`config.mk`:
```
export PLATFORM = sky130hd
export DESIGN_NAME = fifo_read_arbiter_flat
export DESIGN_NICKNAME = d
export VERILOG_FILES = /design/src/rtl/fifo_read_arbiter_if.sv /design/src/rtl/fifo_read_arbiter.sv /design/src/flat_wrapper.sv
export SDC_FILE = /design/constraint.sdc
export NUM_CORES = 1
export LEC_CHECK = 0
export ABC_CLOCK_PERIOD_IN_PS = 4000
export CORE_AREA = 2 2 39 41
export DETAILED_ROUTE_END_ITERATION = 7
export DIE_AREA = 0 0 41 43
export PLACE_DENSITY = 0.79
export SYNTH_ARGS = -nofsm -noshare
export SYNTH_HDL_FRONTEND = slang
export SYNTH_SLANG_ARGS = --single-unit
```
`constraint.sdc`:
```
create_clock -name r_clk_in -period 4 [get_ports r_clk_in]
set_clock_uncertainty 0.2 [all_clocks]
set_input_delay 1.2 -clock r_clk_in [delete_from_list [all_inputs] [get_ports r_clk_in]]
set_output_delay 1.2 -clock r_clk_in [all_outputs]
set_load 0.02 [all_outputs]
```
`src/rtl/fifo_read_arbiter_if.sv`:
```
// Read-port bundle between FIFO consumers/read-side controller and the arbiter.
// Pure wiring: no latency of its own.
// master drives requests and the empty flag; slave (the arbiter) drives strobe, grant and read-valid.
interface fifo_read_arbiter_if #(
    parameter int NUM_REQ = 4
);
    localparam int ID_W = $clog2(NUM_REQ);

    logic [NUM_REQ-1:0] req_in;
    logic               r_empty_in;
    logic               r_request_out;
    logic [NUM_REQ-1:0] grant_out;
    logic               rd_valid_out;
    logic [ID_W-1:0]    rd_id_out;

    modport master (
        output req_in,
        output r_empty_in,
        input  r_request_out,
        input  grant_out,
        input  rd_valid_out,
        input  rd_id_out
    );

    modport slave (
        input  req_in,
        input  r_empty_in,
        output r_request_out,
        output grant_out,
        output rd_valid_out,
        output rd_id_out
    );
endinterface

```
`src/rtl/fifo_read_arbiter.sv`:
```
// Round-robin burst arbiter sharing one FIFO read port among NUM_REQ consumers.
// Latency: grant one cycle after request; rd_valid_out one cycle after each accepted read.
// Backpressure: r_empty_in or owner dropping its request stops the strobe the same cycle and ends the burst.
// Optional ARB_PERF_CNT_EN adds perf_reads_out, a saturating count of accepted reads.
module fifo_read_arbiter #(
    parameter int ADDR_WIDTH = 3,
    parameter int NUM_REQ    = 4,
    parameter int BURST_MAX  = 4
) (
    input  logic                r_clk_in,
    input  logic                r_reset_in,
    fifo_read_arbiter_if.slave  bus
`ifdef ARB_PERF_CNT_EN
    ,
    output logic [15:0]         perf_reads_out
`endif
);

    localparam int ID_W  = $clog2(NUM_REQ);
    localparam int CNT_W = $clog2(BURST_MAX + 1);
    localparam logic [CNT_W-1:0] BURST_MAX_C = CNT_W'(BURST_MAX);
    localparam logic [ID_W-1:0]  LAST_RST    = ID_W'(NUM_REQ - 1);

    // ADDR_WIDTH is carried only so the parameter list matches the FIFO it sits beside.
    if (ADDR_WIDTH < 1) begin : g_addr_width_unused
    end

    typedef enum logic {IDLE, BURST} state_e;

    state_e           state_q, state_d;
    logic [ID_W-1:0]  owner_q, owner_d;
    logic [ID_W-1:0]  last_grant_q, last_grant_d;
    logic [CNT_W-1:0] burst_cnt_q, burst_cnt_d;
    logic             rd_valid_q, rd_valid_d;
    logic [ID_W-1:0]  rd_id_q, rd_id_d;

    logic             found;
    logic [ID_W-1:0]  sel;
    logic             rd_req;

    // Round-robin search starting just above the previous owner, wrapping once.
    always_comb begin
        int              idx;
        logic [ID_W-1:0] cand;
        idx   = 0;
        cand  = '0;
        found = 1'b0;
        sel   = '0;
        for (int i = 0; i < NUM_REQ; i++) begin
            idx = int'(last_grant_q) + 1 + i;
            if (idx >= NUM_REQ) begin
                idx = idx - NUM_REQ;
            end
            cand = ID_W'(idx);
            if (!found && bus.req_in[cand]) begin
                found = 1'b1;
                sel   = cand;
            end
        end
    end

    // Read strobe only while the owner still wants data, FIFO has data and burst budget remains.
    always_comb begin
        rd_req = (state_q == BURST) && bus.req_in[owner_q] && !bus.r_empty_in
                 && (burst_cnt_q < BURST_MAX_C);
    end

    // Next-state: grant from IDLE, count reads in BURST, always fall back to IDLE between owners.
    always_comb begin
        state_d      = state_q;
        owner_d      = owner_q;
        last_grant_d = last_grant_q;
        burst_cnt_d  = burst_cnt_q;
        case (state_q)
            IDLE: begin
                if (found && !bus.r_empty_in) begin
                    state_d      = BURST;
                    owner_d      = sel;
                    last_grant_d = sel;
                    burst_cnt_d  = '0;
                end
            end
            BURST: begin
                if (rd_req) begin
                    burst_cnt_d = burst_cnt_q + CNT_W'(1);
                end
                if (!bus.req_in[owner_q] || bus.r_empty_in
                    || (rd_req && (burst_cnt_d == BURST_MAX_C))) begin
                    state_d = IDLE;
                end
            end
            default: state_d = IDLE;
        endcase
        rd_valid_d = rd_req;
        rd_id_d    = owner_q;
    end

    // All arbiter state and the registered read-valid outputs.
    always_ff @(posedge r_clk_in) begin
        if (r_reset_in) begin
            state_q      <= IDLE;
            owner_q      <= '0;
            last_grant_q <= LAST_RST;
            burst_cnt_q  <= '0;
            rd_valid_q   <= 1'b0;
            rd_id_q      <= '0;
        end else begin
            state_q      <= state_d;
            owner_q      <= owner_d;
            last_grant_q <= last_grant_d;
            burst_cnt_q  <= burst_cnt_d;
            rd_valid_q   <= rd_valid_d;
            rd_id_q      <= rd_id_d;
        end
    end

    assign bus.r_request_out = rd_req;
    assign bus.grant_out     = (state_q == BURST) ? (NUM_REQ'(1) << owner_q) : '0;
    assign bus.rd_valid_out  = rd_valid_q;
    assign bus.rd_id_out     = rd_id_q;

`ifdef ARB_PERF_CNT_EN
    logic [15:0] perf_q, perf_d;

    // Accepted-read counter, sticks at all-ones.
    always_comb begin
        perf_d = perf_q;
        if (rd_req && (perf_q != 16'hFFFF)) begin
            perf_d = perf_q + 16'd1;
        end
    end

    // Performance counter register.
    always_ff @(posedge r_clk_in) begin
        if (r_reset_in) begin
            perf_q <= '0;
        end else begin
            perf_q <= perf_d;
        end
    end

    assign perf_reads_out = perf_q;
`endif

endmodule

```
`src/flat_wrapper.sv`:
```
// flat-port wrapper written by rule: the top's interface ports become plain ports
module fifo_read_arbiter_flat 
#(
    parameter int ADDR_WIDTH = 3,
    parameter int NUM_REQ    = 4,
    parameter int BURST_MAX  = 4
)
  (r_clk_in, r_reset_in, bus_req_in, bus_r_empty_in, bus_r_request_out, bus_grant_out, bus_rd_valid_out, bus_rd_id_out);
  fifo_read_arbiter_if #(.NUM_REQ(NUM_REQ)) bus_i ();
  input  logic r_clk_in;
  input  logic r_reset_in;
  input wire logic [$bits(bus_i.req_in)-1:0] bus_req_in;
  input wire logic [$bits(bus_i.r_empty_in)-1:0] bus_r_empty_in;
  output wire logic [$bits(bus_i.r_request_out)-1:0] bus_r_request_out;
  output wire logic [$bits(bus_i.grant_out)-1:0] bus_grant_out;
  output wire logic [$bits(bus_i.rd_valid_out)-1:0] bus_rd_valid_out;
  output wire logic [$bits(bus_i.rd_id_out)-1:0] bus_rd_id_out;
  assign bus_i.req_in = bus_req_in;
  assign bus_i.r_empty_in = bus_r_empty_in;
  assign bus_r_request_out = bus_i.r_request_out;
  assign bus_grant_out = bus_i.grant_out;
  assign bus_rd_valid_out = bus_i.rd_valid_out;
  assign bus_rd_id_out = bus_i.rd_id_out;
  fifo_read_arbiter #(.ADDR_WIDTH(ADDR_WIDTH), .NUM_REQ(NUM_REQ), .BURST_MAX(BURST_MAX)) u_core (.r_clk_in(r_clk_in), .r_reset_in(r_reset_in), .bus(bus_i));
endmodule
```
[Word level (Yosys, flattened, before mapping)]
Cells that the tools add are included.
Cells by class
  add/sub/neg operators: 9
  order comparisons: 10
  equality and inequality tests: 2
  shifts and indexed selects: 1
  mux-type cells: 30
  bitwise gates (word level): 1
  reductions and logical operators: 16
Operators with widths (count)
  32-bit by 4-bit >= comparator with 1-bit output, second input constant: 3
  2-bit 2-to-1 mux: 8
  2-bit by 3-bit < comparator with 1-bit output, second input constant: 5
  1-bit 2-to-1 mux: 11
  1-bit binary-select mux with 2-bit select: 5
  3-bit 2-to-1 mux: 3
  3-bit by 2-bit adder with 4-bit output, second input constant: 2
  1-bit logical AND: 8
  2-bit by 1-bit subtractor with 2-bit output, second input constant: 4
  3-bit case mux with 2 select lines: 1
  1-bit logical NOT: 5
  3-bit by 1-bit adder with 4-bit output, second input constant: 1
  4-bit 2-to-1 mux: 1
  1-bit by 2-bit left shift with 4-bit output, first input constant: 1
  2-bit by 1-bit adder with 3-bit output, second input constant: 1
  3-bit by 1-bit adder with 3-bit output, second input constant: 1
  3-bit == test, second input constant: 1
  3-bit >= comparator, second input constant: 1
  3-bit < comparator, second input constant: 1
  1-bit logical OR: 2
  2-bit by 1-bit inequality test with 1-bit output, second input constant: 1
  1-bit case mux with 2 select lines: 1
  2-bit AND reduction: 1
  1-bit NOT: 1
Storage, ports and cells
  bits in registers: 11
  input port bits: 7
  output and inout port bits: 8
  logic and storage cells: 75

[Depth between registers and ports, before layout]
Gate-level depths: netlist of run 1.
  depth after elaboration: 18
  depth in mapped cells: 5
  depth with buffers taken out: 4

[Worst setup path after synthesis of run 1]
OpenSTA, ideal clock, no wires.
  path type: input -> output
  from: in bus_r_empty_in
  to: out bus_r_request_out
  data arrival time: 2.011 ns
  data required time: 2.600 ns
  setup slack: 0.589 ns
  cell stages on the path: 2
  cell sequence: or4b_1 > o22ai_2
On the way
  cells in the longest elaborated chain, start to end: 3
RTL lines
  from (decl): line flat_wrapper.sv:13  | input wire logic [$bits(bus_i.r_empty_in)-1:0] bus_r_empty_in;
  1-bit logical NOT: line fifo_read_arbiter.sv:64  | rd_req = (state_q == BURST) && bus.req_in[owner_q] && !bus.r_empty_in
  1-bit logical AND: line fifo_read_arbiter.sv:64
  1-bit logical AND: line fifo_read_arbiter.sv:65  | && (burst_cnt_q < BURST_MAX_C);
  to (decl): line flat_wrapper.sv:14  | output wire logic [$bits(bus_i.r_request_out)-1:0] bus_r_request_out;
No other way between the ends.

[Worst setup path in the final report of run 1]
Ends and elaborated chain as after synthesis.

==> results.sh, run 1 <==
export IMPL_worst_pin_slew_ns=0.423
export IMPL_cap_viol_max_count=0
export IMPL_slowest_stage="or4b_1"
export IMPL_hp_start="u_core.owner_q[0]"
export IMPL_n_antenna_cell=0
export IMPL_totalPowerFinal_mw=0.248
export IMPL_endpoint_kind="primary output"
export IMPL_vias=530
export IMPL_use_met1=0.184
export IMPL_overflow=0
export IMPL_ff_latch_area_um2=220
export IMPL_critPathBufInv=2
export IMPL_cts_hold_buffers=0
export IMPL_cp_top_family="buffers and inverters"
export IMPL_drc=0
export IMPL_grt_util_all_layers=0.158
export IMPL_fmaxAchievable_mhz=257
export IMPL_grt_max_degree=12
export IMPL_num_rows=14
export IMPL_hold_viol=0
export IMPL_wire_per_inst_um=11.7
export IMPL_seq_area_frac_synth=0.379
export IMPL_port_buffers=14
export IMPL_outcome="finished, final reports clean"
export IMPL_final_nets=93
export IMPL_min_path_type="reg -> reg"
export IMPL_fp_coreArea_mm2=0.00138
export IMPL_grt_antenna_before_repair=0
export IMPL_h_tree_depth=1
export IMPL_multiInputGateArea_um2=324
export IMPL_yosysWarnings=0
export IMPL_drt_wl_total_um=1170
export IMPL_use_met2=0.247
export IMPL_setup_tns_ns=0
export IMPL_slew_headroom=0.717
export IMPL_final_common_cell="clkdlybuf4s50_1"
export IMPL_hpwl_um=904
export IMPL_cellPowerDensity_mw_per_mm2=316
export IMPL_synth_seq_cells=11
export IMPL_path_max_fanout=3
export IMPL_synthArstFlopShare=0
export IMPL_grt_pass1_vias=473
export IMPL_synth_cell_types=29
export IMPL_rrSetupSlack_ns=2.15
export IMPL_io_pins=15
export IMPL_worstPathArrival_ns=2.50
export IMPL_criticalPathCategory="in -> out"
export IMPL_synth_area_per_cell_um2=9.36
export IMPL_critPathLaunchType="input pin"
export IMPL_p_leak_nw=0.298
export IMPL_viasPerCell=5.30
export IMPL_clk_pin_slew_ns=0.07
export IMPL_rsz0062_at_grt="false"
export IMPL_initial_core_util=0.420
export IMPL_hold_depth=1
export IMPL_clkSinkCount=11
export IMPL_final_cell_mix="clkdlybuf4s50_1, dfxtp_1, nor2_1, buf_4"
export IMPL_synth_flop_cell="dfxtp_1"
export IMPL_worstPathRequired_ns=2.60
export IMPL_cts_setup_buffers=0
export IMPL_die_h_um=43
export IMPL_cts_tree="yes"
export IMPL_setup_viol=0
export IMPL_fillers=139
export IMPL_netlist_area_um2=581
export IMPL_drive_gt1_frac=0.202
export IMPL_die_area_mm2=0.00176
export IMPL_root_buffer="clkbuf_4"
export IMPL_areaGrowthSynthToFinish_pct=35.3
export IMPL_insertion_delay_ns=0.27
export IMPL_hold_end="u_core.bus.rd_id_out[0]"
export IMPL_period_needed_ns=3.90
export IMPL_final_cells=100
export IMPL_grt_use_met3=0.0471
export IMPL_utilization=0.568
export IMPL_first_pass_iters=4
export IMPL_cts_buffers=3
export IMPL_place_congestion=0.779
export IMPL_place_inst=96
export IMPL_cts_path_max_buffers=2
export IMPL_ir_drop_v=0.000188
export IMPL_synth_edf_count=0
export IMPL_r2r_end="u_core.burst_cnt_q[0]"
export IMPL_reg2reg_depth=5
export IMPL_top_usage_layer="met2"
export IMPL_drt_iter0_drc=6
export IMPL_reg2reg_from="u_core.state_q"
export IMPL_grt_pass1_wl_um=1880
export IMPL_min_period_over_period=0.974
export IMPL_ant_nets=0
export IMPL_synth_nets=70
export IMPL_drv_slew=0
export IMPL_synthCells=62
export IMPL_cp_cell_sequence="clkdlybuf4s50_1, or4b_1, o22ai_2, buf_2"
export IMPL_max_stage_delay_ns=0.50
export IMPL_die_x_um=41
cells in the mapped netlist, types with 2 or more instances:
cell type	number	share of area
a21oi_1	4	0.034
o221ai_1	2	0.030
nand2_1	3	0.019
or4bb_1	2	0.039
dfxtp_1	11	0.38
nor2b_1	2	0.022
nor2_1	8	0.052
o31ai_1	2	0.026
mux2i_1	2	0.034
nand3b_1	2	0.026
nor3_1	3	0.026
inv_1	4	0.026
area by class of cell:
| class | instances | area share |
|---|---|---|
| Inverter | 4 | 0.0191 |
| Multi-Input combinational cell | 45 | 0.412 |
| Clock buffer | 4 | 0.0334 |
| Timing Repair Buffer | 20 | 0.229 |
| Sequential cell | 11 | 0.280 |
| Tap cell | 16 | 0.0255 |
what timing repair did:
action / 4_1_cts / 5_1_grt
endpoints found under the hold margin: 0 / 0
pin swaps: 0 / 0
resized for setup: 3 / 1
setup endpoints to repair: 1 / 1
metrics by stage:
step | worst slack [ns] | instance area, um^2 | hold WS, ns
3_5_place_dp | -0.332 | 764 | 0.330
6_report | 0.102 | 786 | 0.338
3_3_place_gp | -0.295 | 764 | 0.317
4_1_cts | 0.00848 | 792 | 0.339
2_1_floorplan | 0.589 | 581 | 0.296
5_1_grt | 0.0647 | 786 | 0.355
how the worst max path moves through the flow:
stage                   startpoint                end  slack, ns  depth (start not counted)
floorplan           bus_r_empty_in  bus_r_request_out       0.59                          2
global placement    bus_r_empty_in  bus_r_request_out      -0.29                          4
detailed placement  bus_r_empty_in  bus_r_request_out      -0.33                          4
CTS                 bus_r_empty_in  bus_r_request_out      0.008                          4
global route        bus_r_empty_in  bus_r_request_out       0.06                          4
finish              bus_r_empty_in  bus_r_request_out       0.10                          4
state kept, by name, summed over array words and instances, names as in the netlist:
| register | cells |
|---|---|
| u_core.bus.rd_valid_out | 1 |
| u_core.state_q | 1 |
| u_core.owner_q | 2 |
| u_core.burst_cnt_q | 3 |
| u_core.bus.rd_id_out | 2 |
| u_core.last_grant_q | 2 |
power by group:
group / internal (mW) / switching, mW / leakage (nW)
sequential: 0.115 / 0.00657 / 0.0900
clock: 0.0386 / 0.0375 / 0.0150
combinational: 0.0265 / 0.0238 / 0.193
logic make-up after synthesis:
group                      share of synthesized area
DFF                                            0.379
AOI/OAI and AO/OA                              0.188
adders and majority gates                     0.0215
buffers and inverters                         0.0625
muxes                                         0.0840
and+or+nand+nor                                0.265
layer usage:
layer	vias to the layer above	part of all wire
met5	-	0
met4	0	0.021
met3	4	0.049
met2	17	0.44
met1	236	0.48
li1	273	-
Note: power is estimated with default switching activity, not from simulation.
==> run 2, diff against run 1 <==
--- a/config.mk
+++ b/config.mk
@@ -6,10 +6,10 @@
 export NUM_CORES = 1
 export LEC_CHECK = 0
 export ABC_CLOCK_PERIOD_IN_PS = 4000
-export CORE_AREA = 2 2 39 41
+export CORE_MARGIN = 2
+export CORE_UTILIZATION = 30
 export DETAILED_ROUTE_END_ITERATION = 7
-export DIE_AREA = 0 0 41 43
-export PLACE_DENSITY = 0.79
+export PLACE_DENSITY = 0.6
 export SYNTH_ARGS = -nofsm -noshare
 export SYNTH_HDL_FRONTEND = slang
 export SYNTH_SLANG_ARGS = --single-unit
==> run 2 against run 1 <==
Global-route usage down 3.1 points. Count of clock-buffer cells in the layout stayed put. Maximum frequency hardly changed.
==> results.sh, run 2 (synthesis gave the netlist of run 1 again) <==
export IMPL_fp_coreArea_mm2=0.00176
export IMPL_drt_iter0_drc=5
export IMPL_areaGrowthSynthToFinish_pct=37.3
export IMPL_hpwl_um=925
export IMPL_cp_top_family="buffers and inverters"
export IMPL_cp_cell_sequence="clkdlybuf4s50_1, or4b_1, o22ai_2, buf_2"
export IMPL_die_x_um=48.0
export IMPL_hold_viol=0
export IMPL_drv_slew=0
export IMPL_grt_pass1_wl_um=1900
export IMPL_hold_end="u_core.bus.rd_id_out[0]"
export IMPL_drc=0
export IMPL_fillers=189
export IMPL_reg2reg_from="u_core.owner_q[0]"
export IMPL_place_inst=105
export IMPL_period_needed_ns=3.90
export IMPL_vias=510
export IMPL_drt_wl_total_um=1190
export IMPL_grt_max_degree=12
export IMPL_use_met1=0.146
export IMPL_grt_antenna_before_repair=0
export IMPL_ff_latch_area_um2=220
export IMPL_insertion_delay_ns=0.27
export IMPL_rsz0062_at_grt="false"
export IMPL_root_buffer="clkbuf_4"
export IMPL_critPathBufInv=2
export IMPL_grt_util_all_layers=0.127
export IMPL_h_tree_depth=1
export IMPL_cellPowerDensity_mw_per_mm2=315
export IMPL_port_buffers=14
export IMPL_die_h_um=48.0
export IMPL_place_congestion=0.744
export IMPL_slowest_stage="or4b_1"
export IMPL_reg2reg_depth=5
export IMPL_use_met2=0.189
export IMPL_n_antenna_cell=0
export IMPL_worstPathArrival_ns=2.50
export IMPL_critPathLaunchType="input pin"
export IMPL_endpoint_kind="primary output"
export IMPL_top_usage_layer="met2"
export IMPL_cts_tree="yes"
export IMPL_num_rows=15
export IMPL_utilization=0.452
export IMPL_min_period_over_period=0.975
export IMPL_multiInputGateArea_um2=324
export IMPL_outcome="finished, final reports clean"
export IMPL_clk_pin_slew_ns=0.07
export IMPL_final_cell_mix="clkdlybuf4s50_1, dfxtp_1, nor2_1, buf_4"
export IMPL_setup_viol=0
export IMPL_first_pass_iters=2
export IMPL_ant_nets=0
export IMPL_final_cells=109
export IMPL_slew_headroom=0.726
export IMPL_cts_hold_buffers=0
export IMPL_largest_reg_flops=3
export IMPL_final_area_um2=797
export IMPL_cap_viol_max_count=0
export IMPL_clkSinkCount=11
export IMPL_worst_pin_slew_ns=0.409
export IMPL_final_nets=93
export IMPL_final_common_cell="clkdlybuf4s50_1"
export IMPL_viasPerCell=4.68
export IMPL_hold_depth=1
export IMPL_io_pins=15
export IMPL_max_stage_delay_ns=0.49
export IMPL_r2r_end="u_core.burst_cnt_q[0]"
export IMPL_cts_resized=3
export IMPL_grt_use_met3=0.0453
export IMPL_overflow=0
export IMPL_hp_start="u_core.owner_q[0]"
export IMPL_fmaxAchievable_mhz=256
export IMPL_worstPathRequired_ns=2.60
export IMPL_wire_per_inst_um=10.9
export IMPL_drive_gt1_frac=0.202
export IMPL_p_leak_nw=0.298
export IMPL_die_area_mm2=0.00230
export IMPL_cp_depth=4
export IMPL_largest_register="u_core.burst_cnt_q"
export IMPL_initial_core_util=0.329
export IMPL_dpl_cell_area_um2=776
export IMPL_grt_pass1_vias=486
export IMPL_rrSetupSlack_ns=2.15
export IMPL_ir_drop_v=0.000129
export IMPL_min_path_type="reg -> reg"
export IMPL_cts_path_max_buffers=2
export IMPL_criticalPathCategory="in -> out"
export IMPL_cts_setup_buffers=0
export IMPL_cts_buffers=3
export IMPL_path_max_fanout=3
run 2: how the worst max path moves through the flow:
stage / startpoint / slack (ns) / endpoint
global placement: bus_r_empty_in / -0.33 / bus_r_request_out
detailed placement: bus_r_empty_in / -0.33 / bus_r_request_out
floorplan: bus_r_empty_in / 0.59 / bus_r_request_out
CTS: bus_r_empty_in / 0.003 / bus_r_request_out
global route: bus_r_empty_in / 0.05 / bus_r_request_out
finish: bus_r_empty_in / 0.1 / bus_r_request_out
run 2: final cells by class:
class,count,area share
tap,25,0.0392
timing repair buffer,20,0.226
clock buffer,4,0.0330
multi-input combinational,45,0.407
sequential,11,0.276
inverter,4,0.0188
run 2: stage by stage:
stage | power, mW | setup TNS [ns] | setup slack, ns | hold slack, ns
floorplan | 0.153 | 0 | 0.589 | 0.296
global placement | 0.175 | -0.326 | -0.326 | 0.321
detailed placement | 0.175 | -0.332 | -0.332 | 0.329
CTS | 0.255 | 0 | 0.00302 | 0.339
global route | 0.266 | 0 | 0.0458 | 0.364
finish | 0.251 | 0 | 0.0995 | 0.342
run 2: worst reg2reg max path: cells and delay by family, from the launching register on:
kind | cells | cell delay [ns]
AOI/OAI and AO/OA | 1 | 0.18
buffers and inverters | 1 | 0.15
DFF | 1 | 0.36
muxes | 1 | 0.27
and+or+nand+nor | 2 | 0.59
run 2: layer usage:
| layer | part of all wire | vias to the layer above | wire [um] |
|---|---|---|---|
| li1 | - | 273 | - |
| met1 | 0.48 | 222 | 570 |
| met2 | 0.46 | 13 | 548 |
| met3 | 0.040 | 2 | 48 |
| met4 | 0.020 | 0 | 24 |
| met5 | 0 | - | 0 |
run 2: where the power goes:
group / switching (mW) / leakage [nW] / internal, mW / total, mW
registers: 0.00630 / 0.0900 / 0.115 / 0.122
logic: 0.0241 / 0.193 / 0.0265 / 0.0507
clock network: 0.0397 / 0.0150 / 0.0386 / 0.0783
total: 0.0701 / 0.298 / 0.181 / 0.251
==> run 3, diff against run 2 <==
--- a/config.mk
+++ b/config.mk
@@ -8,8 +8,9 @@
 export ABC_CLOCK_PERIOD_IN_PS = 4000
 export CORE_MARGIN = 2
 export CORE_UTILIZATION = 30
+export CTS_BUF_LIST = sky130_fd_sc_hd__clkbuf_2 sky130_fd_sc_hd__clkbuf_4 sky130_fd_sc_hd__clkbuf_8
 export DETAILED_ROUTE_END_ITERATION = 7
-export PLACE_DENSITY = 0.6
+export PLACE_DENSITY_LB_ADDON = 0.1
 export SYNTH_ARGS = -nofsm -noshare
 export SYNTH_HDL_FRONTEND = slang
 export SYNTH_SLANG_ARGS = --single-unit
==> run 3 against run 2 <==
Core utilization grew 0.21 points. Combinational power is essentially flat. Highest routed layer unchanged. Critical path type unchanged. Via count grew 4.1%. Maximum frequency is essentially flat. First-iteration DRC count grew 100%.
==> results.sh, run 3 (synthesis gave the netlist of run 1 again) <==
export IMPL_cellPowerDensity_mw_per_mm2=321
export IMPL_cts_path_max_buffers=2
export IMPL_p_leak_nw=0.301
export IMPL_largest_reg_flops=3
export IMPL_period_needed_ns=3.90
export IMPL_use_met1=0.166
export IMPL_min_period_over_period=0.974
export IMPL_areaGrowthSynthToFinish_pct=37.9
export IMPL_vias=531
export IMPL_dpl_cell_area_um2=776
export IMPL_h_tree_depth=1
export IMPL_worst_pin_slew_ns=0.419
export IMPL_drt_wl_total_um=1210
export IMPL_final_nets=93
export IMPL_viasPerCell=4.87
export IMPL_cts_buffers=3
export IMPL_ant_nets=0
export IMPL_fp_coreArea_mm2=0.00176
export IMPL_multiInputGateArea_um2=324
export IMPL_cts_hold_buffers=0
export IMPL_cts_tree="yes"
export IMPL_clkSinkCount=11
export IMPL_hp_start="u_core.burst_cnt_q[2]"
export IMPL_grt_use_met3=0.0604
export IMPL_setup_viol=0
export IMPL_port_buffers=14
export IMPL_critPathLaunchType="input pin"
export IMPL_drt_iter0_drc=10
export IMPL_cts_resized=4
export IMPL_drive_gt1_frac=0.214
export IMPL_grt_pass1_vias=465
export IMPL_rsz0062_at_grt="false"
export IMPL_final_area_um2=801
export IMPL_die_x_um=48.0
export IMPL_setup_tns_ns=0
export IMPL_initial_core_util=0.329
export IMPL_fillers=191
export IMPL_grt_pass1_wl_um=2040
export IMPL_die_h_um=48.0
export IMPL_grt_antenna_before_repair=0
export IMPL_ff_latch_area_um2=220
export IMPL_top_usage_layer="met2"
export IMPL_final_common_cell="clkdlybuf4s50_1"
export IMPL_use_met2=0.195
export IMPL_clk_pin_slew_ns=0.07
export IMPL_hold_viol=0
export IMPL_grt_max_degree=12
export IMPL_worstSetupStartpoint="bus_r_empty_in"
export IMPL_wire_per_inst_um=11.1
export IMPL_ir_drop_v=0.000223
export IMPL_num_rows=15
export IMPL_min_path_type="reg -> reg"
export IMPL_slew_headroom=0.720
export IMPL_drv_slew=0
export IMPL_cap_viol_max_count=0
export IMPL_worstPathRequired_ns=2.60
export IMPL_reg2reg_from="u_core.owner_q[0]"
export IMPL_final_cell_mix="clkdlybuf4s50_1, dfxtp_1, nor2_1, buf_4"
export IMPL_criticalPathCategory="in -> out"
export IMPL_cts_setup_buffers=0
export IMPL_endpoint_kind="primary output"
export IMPL_place_inst=105
export IMPL_hpwl_um=894
export IMPL_overflow=0
export IMPL_first_pass_iters=4
export IMPL_drc=0
export IMPL_root_buffer="clkbuf_4"
export IMPL_place_congestion=0.753
export IMPL_worstPathArrival_ns=2.50
export IMPL_n_antenna_cell=0
export IMPL_grt_util_all_layers=0.129
export IMPL_io_pins=15
export IMPL_layout_setup_ws_ns=0.103
export IMPL_dp_slack_ns=-0.337
export IMPL_holdWs_ns=0.342
export IMPL_outcome="finished, final reports clean"
export IMPL_largest_register="u_core.burst_cnt_q"
export IMPL_die_area_mm2=0.00230
export IMPL_insertion_delay_ns=0.27
export IMPL_path_max_fanout=3
export IMPL_fmaxAchievable_mhz=257
export IMPL_final_cells=109
[run 3: final cells by class]
class / instances / share of cell area
multi-input cells: 45 / 0.405
flip-flops and latches: 11 / 0.275
well taps: 25 / 0.0391
inverters: 4 / 0.0188
repair buffers: 20 / 0.225
clock buffers: 4 / 0.0375
[run 3: final timing paths]
kind | end | slack (ns) | cells past startpoint
worst max-delay path | bus_r_request_out | 0.10 | 4
worst min-delay path | u_core.burst_cnt_q[2] | 0.34 | 2
worst max register to register | u_core.burst_cnt_q[0] | 2.14 | 5
worst min register to register | u_core.burst_cnt_q[2] | 0.34 | 2
[run 3: through the flow]
stage	util	power [mW]
after floorplan	-	0.153
after global placement	0.440	0.176
after detailed placement	0.440	0.176
after CTS	0.454	0.259
after global routing	0.454	0.271
final	0.454	0.257
[run 3: power by group]
part | internal (mW) | total (mW) | switching (mW)
Clock | 0.0454 | 0.0844 | 0.0390
Sequential | 0.115 | 0.122 | 0.00668
Combinational | 0.0265 | 0.0508 | 0.0242
[run 3: metal layers]
| layer | part of all wire | wire length [um] |
|---|---|---|
| met1 | 0.49 | 587 |
| met2 | 0.45 | 538 |
| met3 | 0.060 | 73 |
| met4 | 0.0066 | 8 |
| met5 | 0 | 0 |
[run 3: worst max-delay path, stage by stage]
cell,delay (ns)
clkdlybuf4s50_1,0.43
or4b_1,0.49
o22ai_2,0.18
buf_2,0.19
